File: src/rtl/detector_jogada.sv
// Button input conditioning for the memory game: synchronizes, debounces and
// validates single-button presses, giving one play strobe per physical press.
module detector_jogada #(
   parameter int N_BOTOES        = 4,
   parameter int DEBOUNCE_CICLOS = 20
) (
   input  logic                clock,
   input  logic                reset,
   input  logic                habilita,
   input  logic [N_BOTOES-1:0] botoes,
   output logic [N_BOTOES-1:0] jogada,
   output logic                tem_jogada,
   output logic                jogada_invalida,
   output logic                ocupado,
   output logic [2:0]          db_estado
);

   // state         | meaning
   // LIVRE         | idle, waiting for a debounced press
   // EMITE         | valid one-hot press accepted, tem_jogada high
   // INVALIDO      | multi-button press seen, jogada_invalida high
   // ESPERA_SOLTAR | waiting for every button to be released
   localparam logic [2:0] LIVRE         = 3'b000;
   localparam logic [2:0] EMITE         = 3'b001;
   localparam logic [2:0] INVALIDO      = 3'b010;
   localparam logic [2:0] ESPERA_SOLTAR = 3'b011;

   localparam int             CW    = $clog2(DEBOUNCE_CICLOS + 1);
   localparam logic [CW-1:0]  C_FIM = CW'(DEBOUNCE_CICLOS - 1);

   logic [N_BOTOES-1:0] meta;
   logic [N_BOTOES-1:0] s;
   logic [N_BOTOES-1:0] d;
   logic [CW-1:0]       c [N_BOTOES];
   logic [2:0]          estado;
   logic                d_um_so;

   always_ff @(posedge clock or negedge reset) begin
      if (!reset) begin
         meta <= '0;
         s    <= '0;
      end else begin
         meta <= botoes;
         s    <= meta;
      end
   end

   // Each bit needs DEBOUNCE_CICLOS consecutive disagreeing samples to flip.
   always_ff @(posedge clock or negedge reset) begin
      if (!reset) begin
         d <= '0;
         for (int i = 0; i < N_BOTOES; i++) c[i] <= '0;
      end else begin
         for (int i = 0; i < N_BOTOES; i++) begin
            if (s[i] == d[i]) begin
               c[i] <= '0;
            end else if (c[i] == C_FIM) begin
               d[i] <= s[i];
               c[i] <= '0;
            end else begin
               c[i] <= c[i] + CW'(1);
            end
         end
      end
   end

   assign d_um_so = (d != '0) && ((d & (d - N_BOTOES'(1))) == '0);

   always_ff @(posedge clock or negedge reset) begin
      if (!reset) begin
         estado <= LIVRE;
         jogada <= '0;
      end else begin
         case (estado)
            LIVRE: begin
               if (d != '0) begin
                  if (!habilita) begin
                     estado <= ESPERA_SOLTAR;
                  end else if (d_um_so) begin
                     jogada <= d;
                     estado <= EMITE;
                  end else begin
                     estado <= INVALIDO;
                  end
               end
            end
            EMITE:         estado <= ESPERA_SOLTAR;
            INVALIDO:      estado <= ESPERA_SOLTAR;
            ESPERA_SOLTAR: if (d == '0) estado <= LIVRE;
            default:       estado <= LIVRE;
         endcase
      end
   end

   assign tem_jogada      = (estado == EMITE);
   assign jogada_invalida = (estado == INVALIDO);
   assign ocupado         = (estado != LIVRE);
   assign db_estado       = estado;

endmodule

File: config.mk
export PLATFORM = sky130hd
export DESIGN_NAME = detector_jogada
export DESIGN_NICKNAME = d
export VERILOG_FILES = /design/src/rtl/detector_jogada.sv
export SDC_FILE = /design/constraint.sdc
export NUM_CORES = 1
export LEC_CHECK = 0
export BUFFER_PORTS_ARGS = -buffer_cell sky130_fd_sc_hd__buf_4
export CAP_MARGIN = 20
export CORE_MARGIN = 5
export CORE_UTILIZATION = 57
export CTS_CLUSTER_SIZE = 10
export DETAILED_ROUTE_END_ITERATION = 7
export GPL_TIMING_DRIVEN = 1
export HOLD_SLACK_MARGIN = 0.1
export PLACE_DENSITY = 0.77
export SLEW_MARGIN = 20
export SYNTH_ARGS = -nofsm -noshare
export SYNTH_HDL_FRONTEND = slang
export SYNTH_SLANG_ARGS = --single-unit
File: constraint.sdc
create_clock -name clock -period 2.17 [get_ports clock]
set_input_delay 0.1085 -clock clock [delete_from_list [all_inputs] [get_ports clock]]
set_output_delay 0.1085 -clock clock [all_outputs]
set_load 0.005 [all_outputs]
# After elaboration in Yosys (flattened, before gate mapping)
# Cells that the tools add are included.
[op_classes]
n_addsub = 5
eq_ne = 13
n_mux = 13
n_bitwise = 5
n_reduce_logical = 13
[ops]
columns = ["cell", "n"]
rows = [
  ["5-bit 2-to-1 mux", 8],
  ["5-bit by 1-bit adder with 5-bit output, second input constant", 4],
  ["5-bit == test, second input constant", 4],
  ["2-bit AND reduction", 5],
  ["3-bit one-hot mux with 3 select lines", 1],
  ["4-bit zero test", 2],
  ["3-bit by 2-bit == test with 1-bit output, second input constant", 2],
  ["3-bit 2-to-1 mux", 2],
  ["4-bit AND", 1],
  ["1-bit == test", 4],
  ["2-bit 2-to-1 mux", 2],
  ["2-bit inequality test, second input constant", 2],
  ["1-bit inverter", 4],
  ["4-bit AND reduction", 1],
  ["4-bit nonzero test", 1],
  ["4-bit by 1-bit subtractor with 4-bit output, second input constant", 1],
  ["3-bit by 1-bit == test with 1-bit output, second input constant", 1],
  ["3-bit zero test", 1],
  ["3-bit nonzero test", 1],
  ["2-bit OR reduction", 1],
  ["1-bit logical AND", 1],
]
[totals]
reg_bits = 39
elab_cells = 61

# Depth between registers and ports, before layout
# Gate-level depths: netlist of run 1.
[logic_depth]
ltp_word = 8
depth_mapped = 6
depth_no_buf = 6

# Worst setup path before layout of run 1
# No wires, ideal clock.
[synth_path]
path_type = "register to register"
start = "register d[2]"
end = "register estado[0] (netlist: db_estado[0])"
arrival_ns = 1.427
required_time_ns = 2.044
slack_ns = 0.617
path_stages_with_launch = 5
n_path_buf = 1
period_less_slack_ns = 1.553
cell_sequence = "dfrtp_1 > buf_6 > nor4_1 > mux2_2 > a221o_1"
[synth_between]
elab_chain_len = 8
word_cells_on_any_way = 13
[synth_rtl]
columns = ["item", "line", "rtl"]
rows = [
  ["start, declared", "33", "logic [N_BOTOES-1:0] d;"],
  ["start signal, assigned by index", "58", "d[i] <= s[i];"],
  ["4-bit by 1-bit subtractor with 4-bit output", "67", "assign d_um_so = (d != '0) && ((d & (d - N_BOTOES'(1))) == '0);"],
  ["4-bit AND", "67", ""],
  ["4-bit zero test", "67", ""],
  ["1-bit logical AND", "67", ""],
  ["2-bit 2-to-1 mux", "79", "end else if (d_um_so) begin"],
  ["2-bit 2-to-1 mux", "77", "if (!habilita) begin"],
  ["3-bit 2-to-1 mux", "76", "if (d != '0) begin"],
  ["3-bit one-hot mux with 3 select lines", "74", "case (estado)"],
  ["end signal, assigned", "78", "estado <= ESPERA_SOLTAR;"],
  ["end signal, assigned", "81", "estado <= EMITE;"],
  ["end signal, assigned", "83", "estado <= INVALIDO;"],
  ["end, declared", "35", "logic [2:0] estado;"],
]
# Parallel ways exist; a longest one is shown, timed or not. The select of a mux whose other input is x is not followed.
# A chain may end at the register's enable or synchronous reset.

# Final worst setup path of run 1
[layout_path]
start = "register d[1]"
end = "register estado[0] (netlist: db_estado[0])"
# Same word-level chain as after synthesis.

==> impl_metrics.env, run 1 <==
export IMPL_status="finished, final reports clean"
export IMPL_clock_sinks=38
export IMPL_min_period_over_period_pct=85.4
export IMPL_peakVddDrop_uv=453
export IMPL_grt_use_total_pct=14.4
export IMPL_dp_cells=198
export IMPL_yosysWarnings=0
export IMPL_clock_skew_ns=0.00487
export IMPL_place_congestion=0.743
export IMPL_place_hpwl_um=1930
export IMPL_endpoint_kind="flop"
export IMPL_grt_max_degree=39
export IMPL_clkLatencyLatePin_ns=0.33
export IMPL_wire_per_inst_um=12.7
export IMPL_hold_viol=0
export IMPL_regArea_um2=951
export IMPL_die_w_um=65.4
export IMPL_yosysSeqAreaShare_pct=54.4
export IMPL_post_route_cell_area_um2=1990
export IMPL_fillerInstances=248
export IMPL_syn_inst=156
export IMPL_setup_slack_ns=0.317
export IMPL_grt_overflow_total=0
export IMPL_route_detailed_drc=0
export IMPL_grt_pass1_vias=1145
export IMPL_whs_ns=0.282
export IMPL_rsz0062_at_grt="no"
export IMPL_worstPathArrival_ns=2.12
export IMPL_synthFlopType="dfrtp_1"
export IMPL_grt_busiest_layer="met2"
export IMPL_diodes=0
export IMPL_num_rows=20
export IMPL_cts_root_buf="clkbuf_4"
export IMPL_fin_nets=194
export IMPL_netlist_area_um2=1750
export IMPL_final_cell_mix="38 x dfrtp_1, 22 x nor2_1, 15 x buf_4"
export IMPL_path_max_fanout=16
export IMPL_hold_path_class="input port to async pin"
export IMPL_first_pass_iters=4
export IMPL_htreeDepth=2
export IMPL_synth_seq_cells=38
export IMPL_cts_clk_slew_worst_paths_ns=0.10
export IMPL_p_per_area_nw_per_um2=761
export IMPL_gr_usage_met3_pct=5.81
export IMPL_yosysTopAreaCell="dfrtp_1"
export IMPL_fin_total_pwr_mw=1.51
export IMPL_antenna_found_initial=0
export IMPL_start_util_pct=58.2
export IMPL_multi_input_area_um2=746
export IMPL_syn_to_final_growth_pct=13.7
export IMPL_dpl_instance_area_um2=1870
export IMPL_final_util_pct=66.1
export IMPL_period_minus_slack_ns=1.85
export IMPL_syn_avg_cell_area_um2=11.2
export IMPL_final_antenna_net_count=0
export IMPL_synth_cell_type_count=31
export IMPL_drtIter0Drc=57
export IMPL_core_um2=3000
export IMPL_synth_top_cell_area_share_pct=54.4
export IMPL_vias=1157
export IMPL_die_area_um2=4270
export IMPL_pre_cts_ws_ns=0.354
export IMPL_max_freq_ghz=0.540
export IMPL_cts_buffers=5
export IMPL_p_leak_nw=0.966
export IMPL_maxCapViolCount=0
export IMPL_io_buffer_count=15
export IMPL_async_reset_ff_share_pct=100
export IMPL_cts_tree="done"
export IMPL_synth_area_leaders="dfrtp_1 54%, ha_1 6.4%, xor2_1 5.5%"
export IMPL_die_h_um=65.4
export IMPL_synth_nets=172
export IMPL_use_met1_pct=16.7
export IMPL_routed_wl_um=2690
export IMPL_critPathLaunchType="flop"
export IMPL_required_ns=2.44
export IMPL_boundaryPins=17
export IMPL_tns_ns=0
export IMPL_post_route_cells_drive_above_1_share_pct=16.8
export IMPL_synth_edff_count=0
export IMPL_clockBufferDepth=2
export IMPL_crit_type="flop to flop"
export IMPL_routed_via_density=5.46
export IMPL_drv_slew=0
export IMPL_grt_first_pass_wirelength_um=4750
export IMPL_setup_violations=0
export IMPL_final_common_cell="dfrtp_1"
export IMPL_stdcell_count=212
export IMPL_grt_use_met2_pct=24.9
==> state kept, by name (all words and copies together), names as in the netlist <==
| register | flops |
|---|---|
| s | 4 |
| c | 20 |
| db_estado | 2 |
| meta | 4 |
| jogada | 4 |
| d | 4 |
==> timing repair <==
item                                    in CTS  in global routing
resized for setup                            0                  0
setup buffers                                0                  0
endpoints found under the setup margin       0                  0
endpoints found under the hold margin       43                  0
hold buffers                                 6                  0
==> final cells by class <==
type                       instances  share of cell area [%]
sequential                        38                    47.9
multi-input combinational        108                    37.6
timing repair buffer              21                    8.70
clock buffer                       7                    2.77
tap                               33                    2.08
inverter                           4                   0.756
clock inverter                     1                   0.252
==> routing by layer <==
| metal | up-vias | part of all wire, % |
|---|---|---|
| li1 | 572 | - |
| met1 | 563 | 44 |
| met2 | 18 | 51 |
| met3 | 4 | 4.4 |
| met4 | 0 | 0.93 |
| met5 | - | 0 |
==> where the power goes <==
part           internal (mW)  switching, mW  total, mW
Clock                  0.157          0.211      0.369
Sequential             0.755         0.0506      0.806
Combinational          0.178          0.158      0.336
==> critical path, cell delays in order (launching register included) <==
cell     delay [ns]
dfrtp_1        0.55
nor4_1         0.39
mux2_2         0.41
nor3b_1        0.28
a221o_1        0.17
==> final timing paths <==
kind                              startpoint                       end  slack, ns  cells after the start
setup / recovery            d[1]$_DFFE_PN0P_  db_estado[0]$_DFFE_PN0P_       0.32                      4
hold / removal                         reset            c[8]$_DFF_PN0_       0.28                      2
setup reg to reg            d[1]$_DFFE_PN0P_  db_estado[0]$_DFFE_PN0P_       0.32                      4
hold reg to reg            meta[0]$_DFF_PN0_            s[0]$_DFF_PN0_       0.35                      0
max in group asynchronous              reset           c[11]$_DFF_PN0_       1.56                      2
min in group clock         meta[0]$_DFF_PN0_            s[0]$_DFF_PN0_       0.35                      0
==> cells by family after synthesis <==
| logic type | share of synthesized area, % |
|---|---|
| multiplexers | 3.22 |
| adder cells (fa/ha/maj) | 6.45 |
| other | 0.215 |
| flip-flops | 54.4 |
| AND/OR/NAND/NOR | 16.6 |
| buffers and inverters | 2.86 |
| AO/OA/AOI/OAI | 6.66 |
| XOR/XNOR | 9.53 |
==> Yosys cell counts, types with 2 or more instances <==
| library cell | n |
|---|---|
| xor2_1 | 11 |
| nor4_1 | 2 |
| nand2_1 | 8 |
| a221o_1 | 2 |
| clkbuf_1 | 3 |
| inv_1 | 4 |
| nand3_1 | 13 |
| or4b_4 | 2 |
| mux2_2 | 5 |
| o21ai_0 | 4 |
| nor3_1 | 3 |
| ha_1 | 9 |
| dfrtp_1 | 38 |
| and2_1 | 6 |
| xnor2_1 | 8 |
| nor2_1 | 22 |
| a32o_1 | 2 |
Power figures use the tool's default switching activity.
==> inputs of run 2 (changes only) <==
- ABC_AREA: unset -> 1
- CELL_PAD_IN_SITES_DETAIL_PLACEMENT: unset -> 1
- CELL_PAD_IN_SITES_GLOBAL_PLACEMENT: unset -> 1
- CORE_UTILIZATION: 57 -> 44
- PLACE_DENSITY: 0.77 -> unset
- PLACE_DENSITY_LB_ADDON: unset -> 0.1
==> impl_metrics.env, run 2 <==
export IMPL_post_route_cells_drive_above_1_share_pct=16.8
export IMPL_die_w_um=71.5
export IMPL_p_leak_nw=0.954
export IMPL_crit_top_cell="inv_1"
export IMPL_min_from="habilita"
export IMPL_route_detailed_drc=0
export IMPL_final_common_cell="dfrtp_1"
export IMPL_post_route_cell_area_um2=1960
export IMPL_setup_slack_ns=0.704
export IMPL_largest_reg_flops=20
export IMPL_crit_chain="inv_1, ha_1, inv_1, buf_4"
export IMPL_final_cell_mix="38 x dfrtp_1, 25 x nand2_1, 22 x nor2_1"
export IMPL_wl_met2_um=1640
export IMPL_synth_cell_type_count=23
export IMPL_yosysMostFrequentCell="dfrtp_1"
export IMPL_io_buffer_count=15
export IMPL_maxCapViolCount=0
export IMPL_antenna_found_initial=0
export IMPL_status="finished, final reports clean"
export IMPL_grt_overflow_total=0
export IMPL_final_antenna_net_count=0
export IMPL_comb_power_share_pct=21.7
export IMPL_cts_tree="done"
export IMPL_cts_resized=0
export IMPL_syn_inst=165
export IMPL_synth_nets=181
export IMPL_synth_top_cell_area_share_pct=57.2
export IMPL_cp_top_family="flip-flops"
export IMPL_clockBufferDepth=2
export IMPL_routed_via_density=4.75
export IMPL_netSwitchingPower_uw=456
export IMPL_wl_met3_um=63
export IMPL_place_hpwl_um=2230
export IMPL_routed_wl_um=2920
export IMPL_wl_met1_um=1200
export IMPL_synthFlopType="dfrtp_1"
export IMPL_p_per_area_nw_per_um2=826
export IMPL_hold_path_class="input port to flop"
export IMPL_syn_to_final_growth_pct=17.9
export IMPL_pre_cts_ws_ns=0.756
export IMPL_wire_per_inst_um=12.3
export IMPL_rr_startpoint="db_estado[0]$_DFFE_PN0P_"
export IMPL_yosysTopAreaCell="dfrtp_1"
export IMPL_endpoint_kind="primary output"
export IMPL_clockPowerShare_pct=28.5
export IMPL_clock_skew_ns=0.00644
export IMPL_core_um2=3660
export IMPL_required_ns=2.06
export IMPL_regMostFlops="c"
export IMPL_die_h_um=71.5
export IMPL_syn_avg_cell_area_um2=10.1
export IMPL_crit_start="db_estado[0]$_DFFE_PN0P_"
export IMPL_synth_common_cells="38 x dfrtp_1, 25 x nand2_1, 22 x nor2_1, 18 x inv_1, 12 x nand3_1"
export IMPL_p_int_mw=1.16
export IMPL_switching_share_pct=28.1
export IMPL_critPathLaunchType="flop"
export IMPL_period_minus_slack_ns=1.47
export IMPL_peakVddDrop_uv=405
export IMPL_worstPathArrival_ns=1.36
export IMPL_async_reset_ff_share_pct=100
export IMPL_dpl_instance_area_um2=1830
export IMPL_rsz0062_at_grt="no"
export IMPL_cts_clk_slew_worst_paths_ns=0.07
export IMPL_yosysWarnings=0
export IMPL_start_util_pct=45.4
export IMPL_tns_ns=0
export IMPL_path_buf_inv=3
export IMPL_synth_edff_count=0
export IMPL_grt_max_degree=39
export IMPL_yosysSeqAreaShare_pct=57.2
export IMPL_setup_violations=0
export IMPL_place_congestion=0.781
export IMPL_grt_pass1_vias=1252
export IMPL_netlist_area_um2=1660
export IMPL_grt_first_pass_wirelength_um=5360
export IMPL_synth_area_leaders="dfrtp_1 57%, ha_1 6.8%, nand2_1 5.6%"
export IMPL_vias=1131
export IMPL_synth_seq_cells=38
export IMPL_clkLatencyLatePin_ns=0.28
export IMPL_drtIter0Drc=19
export IMPL_min_period_over_period_pct=67.5
export IMPL_whs_ns=0.201
export IMPL_drv_slew=0
export IMPL_fin_nets=207
export IMPL_path_max_fanout=6
export IMPL_cts_root_buf="clkbuf_8"
export IMPL_htreeDepth=2
export IMPL_fin_total_pwr_mw=1.62
export IMPL_cpPeakStageDelay_ns=0.45
export IMPL_crit_type="flop to primary output"
export IMPL_crit_path_top_delay_cell="dfrtp_1"
export IMPL_fillerInstances=406
export IMPL_max_freq_ghz=0.682
export IMPL_die_area_um2=5110
export IMPL_power_frac_seq_pct=49.8
export IMPL_diodes=0
export IMPL_clock_sinks=38
export IMPL_cts_buffers=5
export IMPL_hold_viol=0
export IMPL_boundaryPins=17
export IMPL_routed_top_layer="met4"
export IMPL_num_rows=22
export IMPL_first_pass_iters=2
export IMPL_grt_use_total_pct=13.4
## run 2: changes by cell type in the layout (fill, tap and decap cells not counted), sizes merged, moves of 5 or more
cell / previous run / this run
a21oi: 1 / 8
mux2: 5 / 0
inv: 4 / 19
and2: 6 / 0
xor2: 11 / 6
nand2: 8 / 28
## run 2: path summary, 6_finish.rpt
| check | end | slack (ns) | cells after the start |
|---|---|---|---|
| worst max-delay path | ocupado | 0.70 | 4 |
| worst min-delay path | jogada[2]$_DFFE_PN0P_ | 0.20 | 3 |
| worst max register to register | db_estado[0]$_DFFE_PN0P_ | 0.76 | 7 |
| worst min register to register | s[2]$_DFF_PN0_ | 0.35 | 0 |
| max in group asynchronous | c[1]$_DFF_PN0_ | 1.51 | 2 |
| min in group asynchronous | meta[1]$_DFF_PN0_ | 0.33 | 2 |
## run 2: cell type report
type / count / area, µm² / area share [%]
timing repair buffer: 20 / 163 / 8.30
tap: 48 / 60.1 / 3.07
multi-input combinational: 107 / 632 / 32.2
inverter: 19 / 71.3 / 3.64
clock buffer: 6 / 82.6 / 4.21
sequential: 38 / 951 / 48.5
## run 2: tightest hold or removal path, delay by kind of cell
family | cells | cell delay (ns)
simple gates | 1 | 0.14
compound gates | 1 | 0.06
buf+inv | 1 | 0.13
## run 2: cells by family after synthesis
kind of cell	share of synthesized area [%]
DFF	57.2
AOI/OAI and AO/OA	5.72
adders and majority gates	6.78
xor gates and xnor gates	6.33
other	0.226
buffers and inverters	4.74
and+or+nand+nor	19.0
## run 2: metal layers
| metal | vias up | GRT usage [%] |
|---|---|---|
| met5 | - | 0 |
| met2 | 9 | 24.4 |
| met1 | 554 | 14.1 |
| met3 | 2 | 4.63 |
| li1 | 566 | - |
| met4 | 0 | 5.01 |
## run 2: metrics by stage
step           util, %  cells
6_report          53.5    238
3_3_place_gp      49.9    227
2_1_floorplan        -    165
4_1_cts           53.5    238
5_1_grt           53.5    238
3_5_place_dp      49.9    227
## run 2: timing repair
action | 4_1_cts | 5_1_grt
hold buffers | 5 | 0
buffers inserted | 0 | 0
hold endpoints to repair | 42 | 0
## run 2: power groups by stage
stage,combinational [mW],clock (mW),sequential [mW]
floorplan,0.204,0,0.810
global placement,0.333,0,0.811
detailed placement,0.351,0,0.820
CTS,0.364,0.488,0.807
global route,0.409,0.524,0.814
finish,0.352,0.461,0.805
